===== config.mk =====
export PLATFORM = sky130hd
export DESIGN_NAME = csa_resolve_seq
export DESIGN_NICKNAME = d
export VERILOG_FILES = /design/src/rtl/csa_pkg.sv /design/src/rtl/csa_fa.sv /design/src/rtl/csa_slice_add.sv /design/src/rtl/csa_resolve_seq.sv
export SDC_FILE = /design/constraint.sdc
export NUM_CORES = 1
export LEC_CHECK = 0
export ABC_AREA = 1
export BUFFER_PORTS_ARGS = -buffer_cell sky130_fd_sc_hd__buf_2
export CAP_MARGIN = 20
export CELL_PAD_IN_SITES_DETAIL_PLACEMENT = 1
export CELL_PAD_IN_SITES_GLOBAL_PLACEMENT = 2
export CORE_AREA = 4 4 74 76
export CTS_BUF_LIST = sky130_fd_sc_hd__clkbuf_8
export CTS_CLUSTER_DIAMETER = 30
export CTS_CLUSTER_SIZE = 14
export DETAILED_ROUTE_END_ITERATION = 10
export DIE_AREA = 0 0 78 80
export GPL_TIMING_DRIVEN = 0
export PLACE_DENSITY = 0.85
export SLEW_MARGIN = 30
export SYNTH_ARGS = -nofsm -noshare
export SYNTH_HDL_FRONTEND = slang
export SYNTH_SLANG_ARGS = --single-unit

===== constraint.sdc =====
create_clock -name clk -period 7.5 [get_ports clk]
set_input_delay 0 -clock clk [delete_from_list [all_inputs] [get_ports clk]]
set_output_delay 0 -clock clk [all_outputs]
set_load 0.05 [all_outputs]

===== src/rtl/csa_pkg.sv =====
// rtl/csa_pkg.sv - shared definitions for carry-save consumers: FSM states, slice count, cout weight.
package csa_pkg;

    typedef enum logic [1:0] {
        IDLE,
        ADD,
        DONE
    } state_t;

    // A carry-save carry vector bit i carries weight 2^(i+1).
    localparam int COUT_SHIFT = 1;

    function automatic int nslice(input int w, input int chunk);
        return (w + 2) / chunk;
    endfunction

endpackage


===== src/rtl/csa_fa.sv =====
// rtl/csa_fa.sv - single-bit full adder cell.
module csa_fa (
    input  logic a,
    input  logic b,
    input  logic cin,
    output logic s,
    output logic cout
);

    assign s    = a ^ b ^ cin;
    assign cout = (a & b) | (cin & (a ^ b));

endmodule


===== src/rtl/csa_slice_add.sv =====
// rtl/csa_slice_add.sv - CHUNK-bit ripple-carry adder slice built from full adder cells.
module csa_slice_add #(
    parameter int CHUNK = 2
) (
    input  logic [CHUNK-1:0] a,
    input  logic [CHUNK-1:0] b,
    input  logic             cin,
    output logic [CHUNK-1:0] s,
    output logic             cout
);

    logic [CHUNK:0] c;

    assign c[0] = cin;

    for (genvar i = 0; i < CHUNK; i++) begin : g_fa
        csa_fa u_fa (
            .a    (a[i]),
            .b    (b[i]),
            .cin  (c[i]),
            .s    (s[i]),
            .cout (c[i+1])
        );
    end

    assign cout = c[CHUNK];

endmodule


===== src/rtl/csa_resolve_seq.sv =====
// rtl/csa_resolve_seq.sv - resolves a carry-save (cout, sum) pair to binary, CHUNK bits per cycle.
module csa_resolve_seq
    import csa_pkg::*;
#(
    parameter int W     = 8,
    parameter int CHUNK = 2
) (
    input  logic           clk,
    input  logic           rst,
    input  logic           in_valid,
    output logic           in_ready,
    input  logic [W-1:0]   cs_sum,
    input  logic [W-1:0]   cs_cout,
    output logic           out_valid,
    input  logic           out_ready,
    output logic [W+1:0]   result
);

    localparam int RW = W + 2;
    localparam int NS = nslice(W, CHUNK);
    localparam int CW = (NS > 1) ? $clog2(NS) : 1;

    if ((RW % CHUNK) != 0) begin : g_bad_chunk
        $error("csa_resolve_seq: (W+2) must be a multiple of CHUNK");
    end

    state_t          state;
    state_t          state_nx;
    logic [CW-1:0]   cnt;
    logic            carry;
    logic [RW-1:0]   a_reg;
    logic [RW-1:0]   b_reg;
    logic [RW-1:0]   res_reg;

    logic [CHUNK-1:0] a_sl;
    logic [CHUNK-1:0] b_sl;
    logic [CHUNK-1:0] s_sl;
    logic             c_sl;
    logic             last;

    assign last = (cnt == CW'(NS - 1));
    assign a_sl = a_reg[cnt*CHUNK +: CHUNK];
    assign b_sl = b_reg[cnt*CHUNK +: CHUNK];

    csa_slice_add #(
        .CHUNK (CHUNK)
    ) u_slice (
        .a    (a_sl),
        .b    (b_sl),
        .cin  (carry),
        .s    (s_sl),
        .cout (c_sl)
    );

    always_comb begin
        state_nx = state;
        case (state)
            IDLE:    if (in_valid)  state_nx = ADD;
            ADD:     if (last)      state_nx = DONE;
            DONE:    if (out_ready) state_nx = IDLE;
            default:                state_nx = IDLE;
        endcase
    end

    always_ff @(posedge clk) begin
        if (rst) begin
            state   <= IDLE;
            cnt     <= '0;
            carry   <= 1'b0;
            a_reg   <= '0;
            b_reg   <= '0;
            res_reg <= '0;
        end else begin
            state <= state_nx;
            case (state)
                IDLE: begin
                    if (in_valid) begin
                        a_reg <= RW'(cs_sum);
                        b_reg <= RW'(cs_cout) << COUT_SHIFT;
                        carry <= 1'b0;
                        cnt   <= '0;
                    end
                end
                ADD: begin
                    res_reg[cnt*CHUNK +: CHUNK] <= s_sl;
                    carry                       <= c_sl;
                    cnt                         <= cnt + 1'b1;
                end
                default: ;
            endcase
        end
    end

    // The operand widths leave headroom, so the top slice can never carry out.
    assert property (@(posedge clk) disable iff (rst) (state == ADD && last) |-> !c_sl);

    assign in_ready  = (state == IDLE);
    assign out_valid = (state == DONE);
    assign result    = res_reg;

endmodule


After elaboration in Yosys (flattened, before gate mapping)
Index checks and enable logic that the tools add are counted.

cells by class
  $add $sub $neg = 2
  equal/unequal tests = 6
  shifts and indexed selects = 4
  mux-type cells = 9
  bitwise logic cells = 10
  reduce and logical (&&, ||, !) cells = 5

operators by type and width
  cell                                                   number
  negation 4 -> 34 bit                                   1
  variable shift 2 x 34 -> 10 bit, first input constant  1
  indexed part select 2 x 34 -> 10 bit                   1
  indexed part select 10 x 5 -> 2 bit                    2
  bitwise mux 10 bit                                     1
  2-to-1 mux 2 bit                                       3
  case mux 2 bit (3 select lines)                        1
  case mux 3 bit (2 select lines)                        1
  AND 1 bit                                              4
  inequality test 2 bit, second input constant           2
  AND reduction 2 bit                                    2
  XOR 1 bit                                              4
  adder 3 x 1 -> 3 bit, second input constant            1
  == test 3 bit, second input constant                   1
  2-to-1 mux 3 bit                                       1
  AND reduction 3 bit                                    1
  == test 2 x 1 -> 1 bit, second input constant          1
  == test 2 bit, second input constant                   1
  zero test 2 bit                                        1
  inequality test 2 x 1 -> 1 bit, second input constant  1
  OR 1 bit                                               2
  case mux 1 bit (2 select lines)                        1
  nonzero test 2 bit                                     1
  2-to-1 mux 1 bit                                       1

word-level totals
  register bits = 32
  input port bits = 20
  output and inout port bits = 12
  word-level logic and storage cells = 42

Logic depth before layout (Yosys ltp)
Gate-level depths: netlist of run 1.

  depth in word-level cells = 7
  depth in mapped cells = 13
  depth with buffers taken out = 13

Cells and area by module
Synthesis of run 1 repeated with hierarchy kept, for this count alone.

unflattened totals
  cells, all modules = 223
  area, all modules = 1567.8 um^2

modules (own cells, without submodules)
  module           times used  cells each  area each (um^2)
  csa_resolve_seq  1           221         1527.7
  csa_fa           2           1           20.0

Worst setup path after synthesis of run 1
Ideal clock, no wire load.

  kind = reg-to-reg
  start point = reg cnt[0]
  end point = reg res_reg[3], in the netlist result[3]
  setup time = 0.064 ns
  arrival time = 2.329 ns
  required time = 7.436 ns
  setup slack = 5.107 ns
  stages on the path, launching flop included = 14
  path buffers = 1
  period minus slack after synthesis = 2.393 ns
  cell sequence = dfxtp_1 inv_2 buf_6 o21ai_0 a21oi_1 fa_1 inv_1 fa_1 or2_2 nor2_1 nand2_1 nand2_1 nand2_1 nor2_1

between the ends
  word-level cells in the longest chain between the ends = 7

ends and longest elaborated chain
  item                                                    RTL line                                      RTL
  start, declared                                         csa_resolve_seq.sv:29                         logic [CW-1:0] cnt;
  start signal, assigned                                  csa_resolve_seq.sv:87                         cnt <= cnt + 1'b1;
  indexed part select 10 x 5 -> 2 bit (on tied branches)  csa_resolve_seq.sv:42, csa_resolve_seq.sv:43
  XOR 1 bit                                               csa_fa.sv:10, csa_fa.sv:11
  AND 1 bit                                               csa_fa.sv:11                                  assign cout = (a & b) | (cin & (a ^ b));
  OR 1 bit                                                csa_fa.sv:11
  XOR 1 bit                                               csa_fa.sv:10                                  assign s = a ^ b ^ cin;
  indexed part select 2 x 34 -> 10 bit                    csa_resolve_seq.sv:85                         res_reg[cnt*CHUNK +: CHUNK] <= s_sl;
  bitwise mux 10 bit *                                    csa_resolve_seq.sv:85
  end signal, assigned by index                           csa_resolve_seq.sv:85
  end, declared                                           csa_resolve_seq.sv:33                         logic [RW-1:0] res_reg;

Mark *: on every way between the ends. The rest lies on a longest branch, timed or not.
A chain may end at the register's enable or synchronous reset.

Worst setup path after layout of run 1
Ends and elaborated chain as after synthesis.

==> results of run 1 <==
-- logic make-up after synthesis --
kind of cell,count (synthesis)
AND/OR/NAND/NOR,118
AO/OA/AOI/OAI,39
adder cells (fa/ha/maj),6
flip-flops,32
buffers and inverters,23
-- through the flow --
step	setup WS (ns)	hold WS, ns	cell area (µm²)	power [µW]
floorplan	5.11	0.0691	1600	247
global placement	4.77	0.242	1840	269
CTS	4.71	0.0160	2080	397
finish	4.74	0.0169	2080	390
global route	4.55	0.0421	2080	417
detailed placement	4.73	0.246	1840	271
-- area by class of cell --
class                   count  area, µm²  share of cell area (%)
clock buffers               5       68.8                    3.32
multi-input cells         163        845                    40.7
inverters                  17       63.8                    3.07
plain buffers               6       48.8                    2.35
flip-flops and latches     32        641                    30.9
repair buffers             48        325                    15.7
well taps                  67       83.8                    4.04
-- critical path: cells and delay by family, from the launching register on --
family,cells,cell delay (ns)
adders and majority gates,2,0.84
and+or+nand+nor,6,0.68
DFF,1,0.52
buffers and inverters,3,0.34
AOI/OAI and AO/OA,2,0.31
-- Yosys cell counts, drive strengths merged --
master  count
nor2       70
o21a        1
o21ai      23
ha          4
a21oi      10
nand3       9
or2         2
buf         5
nor3        4
a22oi       3
fa          2
a211oi      1
inv        16
clkinv      1
nand2      33
a31oi       1
dfxtp      32
clkbuf      1
-- path summary, 6_finish.rpt --
kind / cells past startpoint / to / slack (ns)
min: 3 / a_reg[4] / 0.02
max reg2reg: 13 / result[3] / 4.74
min reg2reg: 2 / result[1] / 0.48
max: 13 / result[3] / 4.74
-- power by group --
| part | total [µW] | internal, µW | leakage, µW | switching (µW) |
|---|---|---|---|---|
| clock network | 117 | 59.6 | 0.0000359 | 57.2 |
| logic | 85.2 | 33.4 | 0.000608 | 51.9 |
| registers | 187 | 180 | 0.000262 | 7.45 |
-- routing by layer --
layer  share of wire (%)  routed length [µm]  global-route usage, %  vias to the layer above
li1                    -                   -                      -                      804
met1                  45                1820                   17.1                      704
met2                  49                1990                   26.3                       26
met3                 3.6                 145                   4.06                        9
met4                 2.4                  97                   6.99                        0
met5                   0                   0                      0                        -
==> flow_summary.ini, run 1 <==
[power]
p_leak_uw = 0.000906
ir_drop_mv = 0.106
p_per_area_nw_per_um2 = 188

[cells_and_area]
finalNonFillerCells = 338
syn_to_final_growth_pct = 29.9
largest_reg_flops = 10
final_common_cell = nor2_1
mostFrequentLayoutCells = 64 x nor2_1, 32 x dfxtp_1, 31 x nand2_1, 31 x buf_2, 22 x o21ai_0
fill_cells = 618
fin_nets = 299
fin_util_pct = 43.9
n_antenna_cell = 0
drive_above_1_share_pct = 21.4

[global_route]
grt_remaining_overflow = 0
grt_pass1_vias = 1639
antenna_found_initial = 0
grt_max_degree = 11
grt_pass1_wl_mm = 7.33
globalRouteTotalUtil_pct = 15.1

[timing]
setup_violations = 0
slew_violations = 0
tightest_slew_ns = 0.344
fin_crit_ns = 2.76
rsz0062_at_grt = no
max_clock_freq_ghz = 0.362
hold_viol = 0
relSlewSlack_pct = 77.0
period_share_pct = 36.8
timing.setup.tns_ns = 0
clock_skew_ns = 0.00524

[critical_path]
r2r_start = cnt[0]
cp_common_cell = nand2_1
end_kind = flop
required_ns = 7.72
startpoint = cnt[0]
critical_path_class = reg -> reg
path_max_fanout = 10
start_kind = flop
cp.arrival_ns = 2.98
cp_slowest_cell = dfxtp_1
cp_slowest_stage_delay_ns = 0.52
crit_path_cell_trace = inv_2, buf_6, o21ai_0, a21oi_1, fa_1, inv_1, fa_1, or2_2, nor2_1, nand2_1, nand2_1, nand2_1, nor2_1

[synth]
synth.top_cell.area_share_pct = 40.1
syn_inst = 218
syn_avg_cell_area_um2 = 7.33
synthTopCellsByArea = dfxtp_1 40%, nor2_1 15%, nand2_1 7.3%
yosys.cell_types.count = 30
ys_ff_latch = 32
syn_area_um2 = 1600
synth_compound_area_share_pct = 13.4
synth_top_family_by_area = simple AND/OR/NAND/NOR gates
synth-seq-area-share_pct = 40.1
yosysTopAreaCell = dfxtp_1
synthSimpleGateAreaFrac_pct = 33.8
yosys_warnings = 0
syn_nets = 244
synthMuxAreaShare_pct = 0
synth_xor_area_share_pct = 0
synth_fa_ha_area_share_pct = 5.64

[clock_network]
cts_buffer_depth = 2
clkSinkCount = 32
cts_setup_buffers = 0
clk_pin_slew_worst_paths_ns = 0.06
cts_buffers = 5
cts_root_buf = clkbuf_8
clk_latency_ns = 0.28
cts_hold_buf = 17
htree_levels = 2
tritoncts = yes
cts_resized = 0

[min_path]
worstHoldStart = cs_sum[4]
hold_class = in -> reg

[die]
die-width_um = 78
fp-row-count = 25
initial_utilization_pct = 33.8
die_h_um = 80
ioPinCount = 32
die_area_um2 = 6240
core_um2 = 4720

[placed_design]
gp_congestion = 0.764
numPlacedInstances = 316
portBuffers = 31
hpwl_mm = 3.01

[run]
cap_violations = 0

[status]
outcome = completed

[routing]
route.detailed.drc = 0
avgViaCountPerCell = 4.57
drt-total-wl_mm = 4.06
ant_nets = 0
vias = 1543
firstDrtPassIters = 4
post_drt_wl_per_cell_um = 12.0
drtIter0Drc = 36
Note: power is estimated with default switching activity, not from simulation.
==> run 2, diff against run 1 <==
--- a/config.mk
+++ b/config.mk
@@ -5,19 +5,19 @@
 export SDC_FILE = /design/constraint.sdc
 export NUM_CORES = 1
 export LEC_CHECK = 0
-export ABC_AREA = 1
+export ABC_AREA = 0
 export BUFFER_PORTS_ARGS = -buffer_cell sky130_fd_sc_hd__buf_2
 export CAP_MARGIN = 20
 export CELL_PAD_IN_SITES_DETAIL_PLACEMENT = 1
 export CELL_PAD_IN_SITES_GLOBAL_PLACEMENT = 2
-export CORE_AREA = 4 4 74 76
+export CORE_AREA = 4 4 77 79
 export CTS_BUF_LIST = sky130_fd_sc_hd__clkbuf_8
 export CTS_CLUSTER_DIAMETER = 30
 export CTS_CLUSTER_SIZE = 14
 export DETAILED_ROUTE_END_ITERATION = 10
-export DIE_AREA = 0 0 78 80
+export DIE_AREA = 0 0 81 83
 export GPL_TIMING_DRIVEN = 0
-export PLACE_DENSITY = 0.85
+export PLACE_DENSITY = 0.74
 export SLEW_MARGIN = 30
 export SYNTH_ARGS = -nofsm -noshare
 export SYNTH_HDL_FRONTEND = slang
==> constraint.sdc (replaced) <==
create_clock -name clk -period 2.3 [get_ports clk]
set_input_delay 0 -clock clk [delete_from_list [all_inputs] [get_ports clk]]
set_output_delay 0 -clock clk [all_outputs]
set_load 0.05 [all_outputs]
==> run 2 against run 1 <==
Net effect:
- the run now ends with setup timing left
- cell area is 3.9% higher
- power rose to 3.1 times the previous value
- global-route usage fell by 2.6 points
- worst hold slack better by 0.029 ns
- count of clock-buffer cells in the layout did not move
- register-to-register slack got worse by 4.9 ns
- sequential power rose to 3.2 times the previous value
- utilization decreased by 3.6 points
- highest routed layer unchanged
==> flow_summary.ini, run 2 <==
[synth]
syn_avg_cell_area_um2 = 9.10
synthMuxAreaShare_pct = 12.5
syn_area_um2 = 1520
synth_xor_area_share_pct = 0.576
yosys_warnings = 0
synth_edf_count = 0
synth_compound_area_share_pct = 8.48
yosys.cell_types.count = 33
synth_common_cells = 39 x nand2_1, 32 x dfxtp_1, 18 x a21oi_1
synth_top_family_by_area = simple AND/OR/NAND/NOR gates
synthMostInstantiatedCell = nand2_1
synth.top_cell.area_share_pct = 42.1
ys_ff_latch = 32
synth_fa_ha_area_share_pct = 5.93
synthTopCellsByArea = dfxtp_1 42%, nand2_1 9.6%, mux2i_1 6.6%
yosysTopAreaCell = dfxtp_1
syn_nets = 193
synth-main-ff-cell = dfxtp_1
synth-seq-area-share_pct = 42.1
synth-async-reset-ratio_pct = 0
syn_inst = 167
synthSimpleGateAreaFrac_pct = 26.3

[critical_path]
start_kind = flop
startpoint = cnt[0]
rrSetupSlack_ns = -0.13
cp.arrival_ns = 2.64
required_ns = 2.51
critical_path_class = reg -> reg
end_kind = flop
r2r.worst_path.cells = 7
r2r_start = cnt[0]
reg2reg_to = result[3]
path_max_fanout = 4
worstSetupEndpoint = result[3]

[cells_and_area]
drive_above_1_share_pct = 30.6
finalNonFillerCells = 301
final_common_cell = nand2_1
n_antenna_cell = 0
syn_to_final_growth_pct = 41.8
fin_nets = 255
fin_area_um2 = 2160
largest_reg_flops = 10
mostFrequentLayoutCells = 39 x nand2_1, 33 x buf_2, 30 x dfxtp_1, 18 x a21oi_1, 16 x dlygate4sd3_1

[die]
die-width_um = 81
initial_utilization_pct = 28.5
die_h_um = 83
ioPinCount = 32
fp-row-count = 27
core_um2 = 5340
die_area_um2 = 6720

[global_route]
globalRouteTotalUtil_pct = 12.5
grt_pass1_vias = 1406
grt_remaining_overflow = 0
antenna_found_initial = 0
grt_pass1_wl_mm = 6.51
grt_max_degree = 11

[timing]
clock_skew_ns = 0.00382
max_clock_freq_ghz = 0.412
timing.setup.tns_ns = -0.572
whs_ns = 0.0459
relSlewSlack_pct = 60.6
hold_viol = 0
slew_violations = 0
rsz0062_at_grt = yes
period_share_pct = 106
fin_crit_ns = 2.43
tightest_slew_ns = 0.588
setup_ws_ns = -0.130
setup_violations = 5

[status]
violations = setup timing
outcome = complete, but fails checks

[placed_design]
pre_cts_ws_ns = -0.338
numPlacedInstances = 270
placed_cell_area_um2 = 1780
hpwl_mm = 2.71
gp_congestion = 0.740
portBuffers = 31

[routing]
post_drt_wl_per_cell_um = 13.2
vias = 1339
drtIter0Drc = 32
firstDrtPassIters = 4
ant_nets = 0
route.detailed.drc = 0
drt-total-wl_mm = 3.97
avgViaCountPerCell = 4.45

[clock_network]
clk_latency_ns = 0.28
htree_levels = 2
tritoncts = yes
cts_root_buf = clkbuf_8
cts_buffers = 5
clkSinkCount = 32
clk_pin_slew_worst_paths_ns = 0.06
cts_buffer_depth = 2

[power]
p_per_area_nw_per_um2 = 567
ir_drop_mv = 0.311
p_leak_uw = 0.000885

[run]
cap_violations = 0

[min_path]
hold_class = in -> reg
run 2: worst min-delay path by stage:
stage | cells past startpoint | slack [ns] | end | start
after CTS | 4 | 0.04 | state[1] | out_ready
final | 4 | 0.05 | state[1] | out_ready
after detailed placement | 3 | 0.25 | b_reg[6] | cs_cout[5]
after global routing | 4 | 0.09 | state[1] | out_ready
after global placement | 3 | 0.24 | b_reg[6] | cs_cout[5]
after floorplan | 2 | 0.14 | a_reg[0] | cs_sum[0]
run 2: area by class of cell:
class / count / area, µm²
fillers: 650 / 3180
multi-input cells: 120 / 882
flip-flops and latches: 32 / 646
repair buffers: 55 / 375
well taps: 72 / 90.1
clock buffers: 5 / 68.8
plain buffers: 10 / 63.8
inverters: 5 / 21.3
clock inverters: 2 / 8.76
run 2: where the power goes:
part           internal (µW)  total (µW)  switching [µW]  leakage, µW
registers                577         590            13.1     0.000262
logic                    121         235             114     0.000578
clock network            201         398             197    0.0000452
run 2: per-stage QoR:
| step | power (µW) | utilization (%) |
|---|---|---|
| after floorplan | 722 | - |
| after global placement | 775 | 33.4 |
| after detailed placement | 778 | 33.4 |
| after CTS | 1220 | 39.1 |
| after global routing | 1300 | 40.4 |
| final | 1220 | 40.4 |
run 2: routing by layer:
layer | global-route usage [%] | vias to the layer above | part of all wire [%]
met3 | 3.36 | 4 | 4.1
met5 | 0 | - | 0
met2 | 20.5 | 25 | 48
met4 | 4.15 | 0 | 0.78
met1 | 15.7 | 625 | 47
li1 | - | 685 | -
run 2: kinds of logic after synthesis:
family	Yosys count
multiplexers	15
XOR/XNOR	1
buffers and inverters	15
flip-flops	32
AO/OA/AOI/OAI	23
AND/OR/NAND/NOR	75
adder cells (fa/ha/maj)	6
run 2: critical path, stage by stage (launching register included):
cell,delay [ns]
dfxtp_4,0.39
mux4_2,0.49
and2_4,0.15
fa_2,0.33
inv_2,0.06
fa_1,0.44
or3_4,0.37
mux2i_1,0.13
run 2: timing repair:
| action | in CTS | in global routing |
|---|---|---|
| setup endpoints to repair | 6 | 5 |
| gates resized for setup | 10 | 7 |
| setup buffers | 3 | 5 |
| pin swaps | 2 | 1 |
| hold buffers | 16 | 0 |
| cloned | 0 | 0 |
| endpoints found under the hold margin | 16 | 0 |
==> run 3, diff against run 2 <==
--- a/config.mk
+++ b/config.mk
@@ -10,14 +10,13 @@
 export CAP_MARGIN = 20
 export CELL_PAD_IN_SITES_DETAIL_PLACEMENT = 1
 export CELL_PAD_IN_SITES_GLOBAL_PLACEMENT = 2
-export CORE_AREA = 4 4 77 79
-export CTS_BUF_LIST = sky130_fd_sc_hd__clkbuf_8
+export CORE_AREA = 4 4 78 80
 export CTS_CLUSTER_DIAMETER = 30
 export CTS_CLUSTER_SIZE = 14
 export DETAILED_ROUTE_END_ITERATION = 10
-export DIE_AREA = 0 0 81 83
+export DIE_AREA = 0 0 82 84
 export GPL_TIMING_DRIVEN = 0
-export PLACE_DENSITY = 0.74
+export PLACE_DENSITY = 0.72
 export SLEW_MARGIN = 30
 export SYNTH_ARGS = -nofsm -noshare
 export SYNTH_HDL_FRONTEND = slang
==> run 3 against run 2 <==
Net effect:
- the flow still finishes with violations (setup timing)
- cell count grew 0.33%
- count of clock-buffer cells in the layout increased by 1
- highest routed layer unchanged
- largest power group unchanged
- utilization shrank 0.78 points
- global-route usage up 0.16 points
- largest cell class unchanged
==> flow_summary.ini, run 3 (same netlist as run 2, synthesis figures left out) <==
[clock_network]
tritoncts = yes
clk_latency_ns = 0.28
htree_levels = 2
cts_buffers = 5
clk_pin_slew_worst_paths_ns = 0.07
clkSinkCount = 32
cts_root_buf = clkbuf_8
cts_buffer_depth = 2

[die]
die_area_um2 = 6890
fp-row-count = 27
ioPinCount = 32
initial_utilization_pct = 28.1
core_um2 = 5410
die_h_um = 84
die-width_um = 82

[global_route]
grt_pass1_vias = 1399
grt_remaining_overflow = 0
antenna_found_initial = 0
grt_use_met1_pct = 15.6
met2_usage_pct = 21.6
grt_max_degree = 11
grt_pass1_wl_mm = 6.77
globalRouteTotalUtil_pct = 12.7
grt_use_met3_pct = 3.67
busiest_layer = met2

[critical_path]
cp.arrival_ns = 2.66
r2r_start = cnt[0]
cp_slowest_stage_delay_ns = 0.49
required_ns = 2.50
crit_path_cell_trace = mux4_2, and2_4, fa_2, inv_2, fa_1, or3_4, mux2i_1
start_kind = flop
r2r.worst_path.cells = 7
reg2reg_to = result[5]
critical_path_class = reg -> reg
end_kind = flop
crit_family = adder cells
crit_buf_inv = 1
rrSetupSlack_ns = -0.16
path_max_fanout = 4
cp_slowest_cell = mux4_2

[timing]
hold_viol = 0
relSlewSlack_pct = 58.4
max_clock_freq_ghz = 0.407
timing.setup.tns_ns = -0.557
period_share_pct = 107
fin_crit_ns = 2.46
clock_skew_ns = 0.00337
setup_ws_ns = -0.156
tightest_slew_ns = 0.621
setup_violations = 4
slew_violations = 0
whs_ns = 0.0403
rsz0062_at_grt = yes

[cells_and_area]
drive_above_1_share_pct = 29.1
fin_nets = 255
fin_area_um2 = 2140
final_common_cell = nand2_1
largest_reg_flops = 10
n_antenna_cell = 0
fin_util_pct = 39.6
mostFrequentLayoutCells = 39 x nand2_1, 33 x buf_2, 31 x dfxtp_1, 18 x a21oi_1, 16 x dlygate4sd3_1
syn_to_final_growth_pct = 40.8

[run]
cap_violations = 0

[status]
outcome = complete, but fails checks
violations = setup timing

[routing]
vias = 1361
firstDrtPassIters = 2
post_drt_wl_per_cell_um = 13.1
drt-total-wl_mm = 3.96
drtIter0Drc = 32
ant_nets = 0
avgViaCountPerCell = 4.51
route.detailed.drc = 0

[power]
p_total_uw = 1250
p_per_area_nw_per_um2 = 583
p_leak_uw = 0.000888
ir_drop_mv = 0.423

[placed_design]
portBuffers = 31
hpwl_mm = 2.79
placed_cell_area_um2 = 1780
gp_congestion = 0.742

[min_path]
hold_class = in -> reg
hold_depth = 4
worstHoldEndpoint = state[1]
worstHoldStart = out_ready
run 3: what timing repair did:
action                                 CTS  global route
pin swaps                                3             3
buffers inserted                         5             3
setup endpoints to repair                6             7
resized for setup                       10             0
hold buffers                            16             0
endpoints found under the hold margin   16             0
run 3: worst max path at each step:
stage	start	end	slack [ns]	depth (start not counted)
after floorplan	cnt[0]	result[9]	-0.04	7
after global placement	cnt[1]	result[9]	-0.30	9
after detailed placement	cnt[1]	result[5]	-0.37	9
after CTS	cnt[0]	result[5]	-0.15	7
after global routing	cnt[0]	result[5]	-0.24	7
final	cnt[0]	result[5]	-0.16	7
run 3: per-stage QoR:
| stage | setup WS (ns) | std cells |
|---|---|---|
| final | -0.156 | 302 |
| after global routing | -0.237 | 302 |
| after CTS | -0.154 | 299 |
| after detailed placement | -0.373 | 270 |
| after global placement | -0.296 | 270 |
| after floorplan | -0.0385 | 167 |
run 3: cell type report:
type	instances	area, µm²
clock buffer	6	82.6
fill	648	3260
inverter	5	18.8
sequential	32	644
multi-input combinational	120	857
timing repair buffer	55	379
buffer	10	58.8
clock inverter	2	10.0
tap	72	90.1
run 3: where the power goes:
part           switching [µW]  total, µW  leakage [µW]  internal [µW]
logic                     109        216      0.000575            108
clock network             205        443     0.0000510            239
registers                12.6        590      0.000261            577
total                     326       1250      0.000888            923
run 3: worst reg2reg max path, cell delays in order, from the launching register on:
cell and delay [ns]:
dfxtp_4 0.38, mux4_2 0.49, and2_4 0.15, fa_2 0.35
inv_2 0.06, fa_1 0.43, or3_4 0.37, mux2i_1 0.14
run 3: layer usage:
layer | up-vias | routed length (µm) | share of wire [%]
li1 | 686 | - | -
met1 | 641 | 1830 | 46
met2 | 28 | 1930 | 49
met3 | 6 | 173 | 4.4
met4 | 0 | 31 | 0.78
met5 | - | 0 | 0
